==> config.mk <==
export PLATFORM = sky130hd
export DESIGN_NAME = alu_stimulus
export DESIGN_NICKNAME = d
export VERILOG_FILES = /design/src/rtl/myTypes.sv /design/src/rtl/alu_lfsr.sv /design/src/rtl/alu_stimulus.sv
export SDC_FILE = /design/constraint.sdc
export NUM_CORES = 1
export LEC_CHECK = 0
export ABC_AREA = 1
export CAP_MARGIN = 20
export CORE_UTILIZATION = 61
export CTS_BUF_LIST = sky130_fd_sc_hd__clkbuf_8
export DETAILED_ROUTE_END_ITERATION = 10
export GPL_TIMING_DRIVEN = 0
export PLACE_DENSITY = 0.83
export SETUP_SLACK_MARGIN = 0.4
export SLEW_MARGIN = 20
export SYNTH_ARGS = -nofsm -noshare
export SYNTH_HDL_FRONTEND = slang
export SYNTH_SLANG_ARGS = --single-unit
==> constraint.sdc <==
create_clock -name clk -period 2 [get_ports clk]
set_input_delay 0.3 -clock clk [delete_from_list [all_inputs] [get_ports clk]]
set_output_delay 0.3 -clock clk [all_outputs]
set_load 0.03 [all_outputs]
==> src/rtl/myTypes.sv <==
// Shared ALU opcode, stimulus FSM state type and sizing constants.
// Opcode order sets the sweep order used by the stimulus generator.
package myTypes;

  typedef enum logic [3:0] {
    adds, subs, ands, ors, xors, sle, sge, sne, srls, slls
  } aluOp;

  typedef enum logic [1:0] {IDLE, CORNER, RANDOM, DONE} stim_state_t;

  localparam int N_ALU_OPS = 10;
  localparam int N_CORNER  = 4;

  function automatic aluOp op_next(input aluOp op);
    return (op == slls) ? adds : aluOp'(op + 4'd1);
  endfunction

  function automatic logic is_shift(input aluOp op);
    return (op == srls) || (op == slls);
  endfunction

endpackage

==> src/rtl/alu_lfsr.sv <==
// 32-bit Fibonacci LFSR (taps 32,22,2,1), updated on the falling edge.
// Load wins over enable; holds its value when neither is asserted.
module alu_lfsr #(
  parameter logic [31:0] SEED = 32'hACE1_2468
) (
  input  logic        i_clk,
  input  logic        i_rst_n,
  input  logic        i_load,
  input  logic        i_enable,
  output logic [31:0] o_state
);

  logic [31:0] r_state;
  logic        w_fb;

  assign w_fb    = r_state[31] ^ r_state[21] ^ r_state[1] ^ r_state[0];
  assign o_state = r_state;

  always_ff @(negedge i_clk or negedge i_rst_n) begin
    if (!i_rst_n) begin
      r_state <= SEED;
    end else if (i_load) begin
      r_state <= SEED;
    end else if (i_enable) begin
      r_state <= {r_state[30:0], w_fb};
    end
  end

endmodule

==> src/rtl/alu_stimulus.sv <==
// ALU stimulus generator: 160-vector corner sweep then N_RANDOM LFSR vectors.
// State moves on the falling edge so a checker can sample on the rising edge; hold freezes everything.
module alu_stimulus
  import myTypes::*;
#(
  parameter int          NBIT     = 8,
  parameter int          N_RANDOM = 64,
  parameter logic [31:0] SEED     = 32'hACE1_2468
) (
  input  logic            clk,
  input  logic            rst_n,
  input  logic            start,
  input  logic            hold,
  output logic [NBIT-1:0] alu_in_a,
  output logic [NBIT-1:0] alu_in_b,
  output aluOp            alu_op,
  output logic            valid,
  output logic            busy,
  output logic            done,
  output logic [15:0]     vec_count
);

  localparam int              SHW      = $clog2(NBIT);
  localparam logic [NBIT-1:0] SH_MASK  = NBIT'((1 << SHW) - 1);
  localparam logic [1:0]      LAST_IDX = 2'(N_CORNER - 1);
  localparam logic [31:0]     LAST_RND = 32'(N_RANDOM - 1);

  stim_state_t r_state, w_state_nxt;
  logic [1:0]  r_a_idx, w_a_idx_nxt;
  logic [1:0]  r_b_idx, w_b_idx_nxt;
  aluOp        r_op, w_op_nxt;
  logic [31:0] r_rnd_cnt, w_rnd_cnt_nxt;
  logic [15:0] r_vec_count, w_vec_count_nxt, w_vec_inc;
  logic        w_lfsr_load, w_lfsr_en;
  logic [31:0] w_lfsr;
  logic        w_unused_lfsr;

  alu_lfsr #(.SEED(SEED)) u_lfsr (
    .i_clk    (clk),
    .i_rst_n  (rst_n),
    .i_load   (w_lfsr_load),
    .i_enable (w_lfsr_en),
    .o_state  (w_lfsr)
  );

  // Only the low NBIT bits of each half feed the operands.
  assign w_unused_lfsr = ^w_lfsr;

  function automatic logic [NBIT-1:0] corner_val(input logic [1:0] idx);
    case (idx)
      2'd0:    corner_val = '0;
      2'd1:    corner_val = NBIT'(1);
      2'd2:    corner_val = '1;
      default: corner_val = {1'b1, {(NBIT-1){1'b0}}};
    endcase
  endfunction

  // vec_count counts vectors already consumed, so it reads 0 while vector 0 is shown.
  assign w_vec_inc = (r_vec_count == 16'hFFFF) ? r_vec_count : r_vec_count + 16'd1;

  always_comb begin
    w_state_nxt     = r_state;
    w_a_idx_nxt     = r_a_idx;
    w_b_idx_nxt     = r_b_idx;
    w_op_nxt        = r_op;
    w_rnd_cnt_nxt   = r_rnd_cnt;
    w_vec_count_nxt = r_vec_count;
    w_lfsr_load     = 1'b0;
    w_lfsr_en       = 1'b0;
    if (!hold) begin
      case (r_state)
        IDLE: begin
          if (start) begin
            w_state_nxt     = CORNER;
            w_a_idx_nxt     = '0;
            w_b_idx_nxt     = '0;
            w_op_nxt        = adds;
            w_rnd_cnt_nxt   = '0;
            w_vec_count_nxt = '0;
            w_lfsr_load     = 1'b1;
          end
        end
        CORNER: begin
          w_vec_count_nxt = w_vec_inc;
          w_op_nxt        = op_next(r_op);
          if (r_op == slls) begin
            w_b_idx_nxt = r_b_idx + 2'd1;
            if (r_b_idx == LAST_IDX) begin
              w_a_idx_nxt = r_a_idx + 2'd1;
              if (r_a_idx == LAST_IDX) begin
                w_state_nxt = (N_RANDOM == 0) ? DONE : RANDOM;
              end
            end
          end
        end
        RANDOM: begin
          w_vec_count_nxt = w_vec_inc;
          w_op_nxt        = op_next(r_op);
          w_rnd_cnt_nxt   = r_rnd_cnt + 32'd1;
          w_lfsr_en       = 1'b1;
          if (r_rnd_cnt == LAST_RND) begin
            w_state_nxt = DONE;
          end
        end
        default: begin
          w_state_nxt = IDLE;
        end
      endcase
    end
  end

  always_ff @(negedge clk or negedge rst_n) begin
    if (!rst_n) begin
      r_state     <= IDLE;
      r_a_idx     <= '0;
      r_b_idx     <= '0;
      r_op        <= adds;
      r_rnd_cnt   <= '0;
      r_vec_count <= '0;
    end else begin
      r_state     <= w_state_nxt;
      r_a_idx     <= w_a_idx_nxt;
      r_b_idx     <= w_b_idx_nxt;
      r_op        <= w_op_nxt;
      r_rnd_cnt   <= w_rnd_cnt_nxt;
      r_vec_count <= w_vec_count_nxt;
    end
  end

  always_comb begin
    alu_in_a = '0;
    alu_in_b = '0;
    alu_op   = adds;
    case (r_state)
      CORNER: begin
        alu_in_a = corner_val(r_a_idx);
        alu_in_b = corner_val(r_b_idx);
        alu_op   = r_op;
      end
      RANDOM: begin
        alu_in_a = w_lfsr[NBIT-1:0];
        alu_in_b = is_shift(r_op) ? (w_lfsr[16 +: NBIT] & SH_MASK) : w_lfsr[16 +: NBIT];
        alu_op   = r_op;
      end
      default: begin
        alu_in_a = '0;
      end
    endcase
  end

  assign valid     = (r_state == CORNER) || (r_state == RANDOM);
  assign busy      = (r_state != IDLE);
  assign done      = (r_state == DONE);
  assign vec_count = r_vec_count;

endmodule

==> metrics.yaml, run 1 <==
outcome:
  status: "stopped before the end"
  lastStage: "4_1_cts"
  error: "[ERROR DPL-0033] detailed placement checks failed during check placement."
clocking:
  cts_hold_buffers: 0
  htreeDepth: 3
  clock-sinks: 90
  root_buffer: "clkbuf_8"
  cts_inserted_buffers: 9
  clock_path_buffers: 2
  ctsResizeCount: 495
  cts_setup_buffers: 72
yosys:
  synth_area_um2: 5296
  synth_edf_count: 0
  ys_dominant_reg_cell: "dfrtn_1"
  yosysWarningCount: 0
  ys_seq_elements: 90
  seq_area_frac_synth: 0.4283
  synth_top_area_frac: 0.3638
  synth_cell_types: 40
  synthArstFlopShare: 1.000
  synth.area.top_cells: "dfrtn_1 (36%), nand2_1 (15%), nor2_1 (8.0%)"
  yosys.area.top_type: "dfrtn_1"
  syn_avg_cell_area_um2: 7.043
  synth_nets: 766
  netlist_instances: 752
floorplan:
  start_util: 0.6382
  die-width_um: 95.18
  die_y_um: 95.18
  rows: 33
  num_io_pins: 43
placed_design:
  gp_congestion: 0.9549
  dp_cells: 900
  hpwl_mm: 10.17
  io_buffers: 42
[synth_stat cells, drive strengths merged, types with 4 or more instances]
cell type	count
a21oi	39
buf	14
clkbuf	4
dfrtn	77
dfstp	13
ha	10
inv	96
nand2	223
nand3	45
nand4	21
nor2	122
nor3	6
o21ai	44
o21bai	5
o22ai	8
xor2	5
[logic make-up after synthesis]
group	after synthesis	synth area share
buffers and inverters	114	0.08717
adders and majority gates	10	0.02362
and+or+nand+nor	426	0.3404
DFF	90	0.4283
xor gates and xnor gates	7	0.01158
AOI/OAI and AO/OA	105	0.1089
[stage by stage]
stage | cell area [um2] | setup slack (ns) | hold WS [ns]
floorplan | 5808 | -0.5870 | 0.4022
global placement | 6360 | -3.456 | 0.4359
detailed placement | 6385 | -1.336 | 0.4458
==> run 2, diff against run 1 <==
--- a/config.mk
+++ b/config.mk
@@ -7,12 +7,10 @@
 export LEC_CHECK = 0
 export ABC_AREA = 1
 export CAP_MARGIN = 20
-export CORE_UTILIZATION = 61
-export CTS_BUF_LIST = sky130_fd_sc_hd__clkbuf_8
+export CORE_UTILIZATION = 40
 export DETAILED_ROUTE_END_ITERATION = 10
 export GPL_TIMING_DRIVEN = 0
-export PLACE_DENSITY = 0.83
-export SETUP_SLACK_MARGIN = 0.4
+export PLACE_DENSITY_LB_ADDON = 0.15
 export SLEW_MARGIN = 20
 export SYNTH_ARGS = -nofsm -noshare
 export SYNTH_HDL_FRONTEND = slang
==> run 2 against run 1 <==
  * The flow now finishes, with violations (negative setup slack)
  * Area after synthesis did not move
  * Synthesized cell count did not move
==> metrics.yaml, run 2 <==
yosys:
  synth_top_cells_by_count: "nand2_1 (218), nor2_1 (113), inv_1 (94), dfrtn_1 (77), nand3_1 (44)"
  ys_dominant_reg_cell: "dfrtn_1"
  synth_cell_types: 40  # unchanged
  yosys.area.top_type: "dfrtn_1"
  synth_edf_count: 0  # unchanged
  synth_nets: 766  # unchanged
  synthArstFlopShare: 1.000  # unchanged
  synth.area.top_cells: "dfrtn_1 (36%), nand2_1 (15%), nor2_1 (8.0%)"
  syn_avg_cell_area_um2: 7.043  # unchanged
  seq_area_frac_synth: 0.4283  # unchanged
  synth_area_um2: 5296  # unchanged
  synth_most_common_cell: "nand2_1"
  netlist_instances: 752  # unchanged
  ys_seq_elements: 90  # unchanged
  synth_top_area_frac: 0.3638  # unchanged
  yosysWarningCount: 0  # unchanged
drt:
  ant_nets: 0
  post_drt_wl_per_cell_um: 15.24
  viasPerCell: 5.129
  num_vias: 5452
  drt-total-wl_mm: 16.21
  drcViolationCount: 0
  drt_iter0_drc: 255
  dr.pass1.iters: 5
floorplan:
  start_util: 0.4146  # -0.2235
  rows: 41  # +24%
  die-width_um: 117.1  # +23%
  dieArea_um2: 13710
  core_area_um2: 12770
  die_y_um: 117.1  # +23%
  num_io_pins: 43  # unchanged
global_routing:
  use_met1: 0.3426
  grt_max_degree: 63
  busiest_layer: "met2"
  met3_usage: 0.03450
  antenna_found_initial: 0
  grt_pass1_vias: 5258
  grt.overflow.total: 0
  grt_usage: 0.2504
  grt_first_pass_wirelength_mm: 26.13
  met2_usage: 0.4051
timing:
  tightest_slew_ns: 0.3505
  tns_ns: -25.86
  final-hold-violation-count: 0
  setup_viol_count_final: 50
  rsz0062_at_grt: "true"
  maxSlewHeadroom: 0.7663
  setup_ws_ns: -1.022
  finalMaxSlewViolations: 0
  fin_skew_ns: 0.06383
critical_path:
  start_kind: "register"
  cp-end-kind: "primary output"
  r2r_start: "r_state[0]$_DFFE_NN0P_"
  crit_type: "reg2out"
  reg2reg_slack_ns: 0
  critPathArrivalTime_ns: 2.72
  rr_endpoint: "vec_count[11]$_DFFE_NN0P_"
  worstPathMaxFanout: 8
  required_ns: 1.70
  r2r_cells: 11
power:
  power.density_nw_per_um2: 1245
  ir_drop_v: 0.0009914
  leakage_uw: 0.003683
clocking:
  clock-sinks: 90  # unchanged
  root_buffer: "clkbuf_16"
  cts_inserted_buffers: 9  # unchanged
  cts_tree: "done"
  clock_path_buffers: 2  # unchanged
  htreeDepth: 3  # unchanged
  path_clk_slew_ns: 0.05
  cts_hold_buffers: 0  # unchanged
  worstSkewPairLatency_ns: 0.42
placed_design:
  dp_cells: 967  # +7.4%
  hpwl_mm: 10.71  # +5.3%
  pre_cts_slack_ns: -1.323  # +0.01232 ns
  io_buffers: 42  # unchanged
  gp_congestion: 0.8708  # -8.8%
min_path:
  min_to: "u_lfsr.o_state[4]$_DFFE_NN0P_"
  min_from: "u_lfsr.o_state[4]$_DFFE_NN0P_"
  hp-class: "reg2reg"
  min_path_cells: 2
finish:
  mostFrequentLayoutCell: "nand2_1"
  final_cell_mix: "nand2_1 (181), nor2_1 (100), inv_1 (88)"
  syn_to_final_growth_pct: 49.26
  fin_cells: 1063
  antennaDiodeCount: 0
  layout-drive-gt1-share: 0.3244
  layout.nets: 900
  nFillCells: 1076
outcome:
  violations: "negative setup slack"
  status: "complete, but fails checks"
job:
  cap_violations: 0
-- run 2: cell counts after synthesis --
No cell type changed its count.
-- run 2: metal layers --
layer  wire (um)  share of wire  vias up
met5           0              0        -
met4         297          0.018        0
met1        7483           0.46     2598
met2        7701           0.48      146
li1            -              -     2683
met3         724          0.045       25
-- run 2: worst max-delay path, cell delays in order, from the launching register on --
cell and delay, ns:
dfrtn_1 0.45, inv_2 0.08, ha_4 0.16, clkbuf_16 0.16, buf_4 0.14, nand2_2 0.05
nand3_2 0.09, nand2_4 0.08, inv_6 0.03, buf_6 0.12
-- run 2: logic make-up after synthesis --
kind of cell	after synthesis	synth area share
compound gates	105	0.1089
simple gates	426	0.3404
flops	90	0.4283
xor+xnor	7	0.01158
fa+ha+maj	10	0.02362
buf+inv	114	0.08717
-- run 2: timing repair --
item	4_1_cts	5_1_grt
resized for setup	348	83
pin swaps	18	26
setup buffers	44	22
cloned	3	2
endpoints found under the hold margin	0	0
endpoints found under the setup margin	129	87
-- run 2: final cells by class --
class | instances | area, um2 | area share
repair inverters | 1 | 11.26 | 0.001425
inverters | 95 | 434.2 | 0.05492
plain buffers | 17 | 246.5 | 0.03118
clock inverters | 20 | 113.9 | 0.01440
well taps | 172 | 215.2 | 0.02722
flip-flops and latches | 90 | 2268 | 0.2870
clock buffers | 9 | 225.2 | 0.02849
repair buffers | 111 | 1152 | 0.1458
multi-input cells | 548 | 3238 | 0.4096
-- run 2: stage by stage --
stage          hold WS [ns]  power [uW]  cell area [um2]  utilization
2_1_floorplan        0.4022        5346             5741            -
6_report             0.4403        9842             7905       0.6189
4_1_cts              0.4324        9291             7437       0.5822
3_3_place_gp         0.4339        6302             6376       0.4992
5_1_grt              0.4558       10380             7905       0.6189
3_5_place_dp         0.4457        6377             6405       0.5014
-- run 2: power by group --
group	leakage (uW)	total, uW	internal, uW	switching, uW
clock	0.000215	1810	911	903
sequential	0.00118	2650	2330	323
combinational	0.00228	5380	2390	2990
-- run 2: worst max-delay path by stage --
stage | from | endpoint | slack [ns] | depth (start not counted)
after floorplan | r_state[1]$_DFFE_NN0P_ | alu_in_a[1] | -0.59 | 5
after detailed placement | start | r_rnd_cnt[5]$_DFFE_NN0P_ | -1.32 | 9
final | r_state[1]$_DFFE_NN0P_ | alu_in_a[7] | -1.02 | 9
after CTS | r_state[0]$_DFFE_NN0P_ | alu_op[0] | -1.01 | 7
after global placement | rst_n | vec_count[15]$_DFFE_NN0P_ | -3.71 | 1
after global routing | r_state[0]$_DFFE_NN0P_ | alu_in_a[5] | -1.09 | 7
Note: power is estimated with default switching activity, not from simulation.
==> run 3, diff against run 2 <==
--- a/config.mk
+++ b/config.mk
@@ -8,6 +8,7 @@
 export ABC_AREA = 1
 export CAP_MARGIN = 20
 export CORE_UTILIZATION = 40
+export CTS_CLUSTER_SIZE = 28
 export DETAILED_ROUTE_END_ITERATION = 10
 export GPL_TIMING_DRIVEN = 0
 export PLACE_DENSITY_LB_ADDON = 0.15
==> results of run 3 <==
The final DEF is identical to that of run 2; final timing and power are the same.
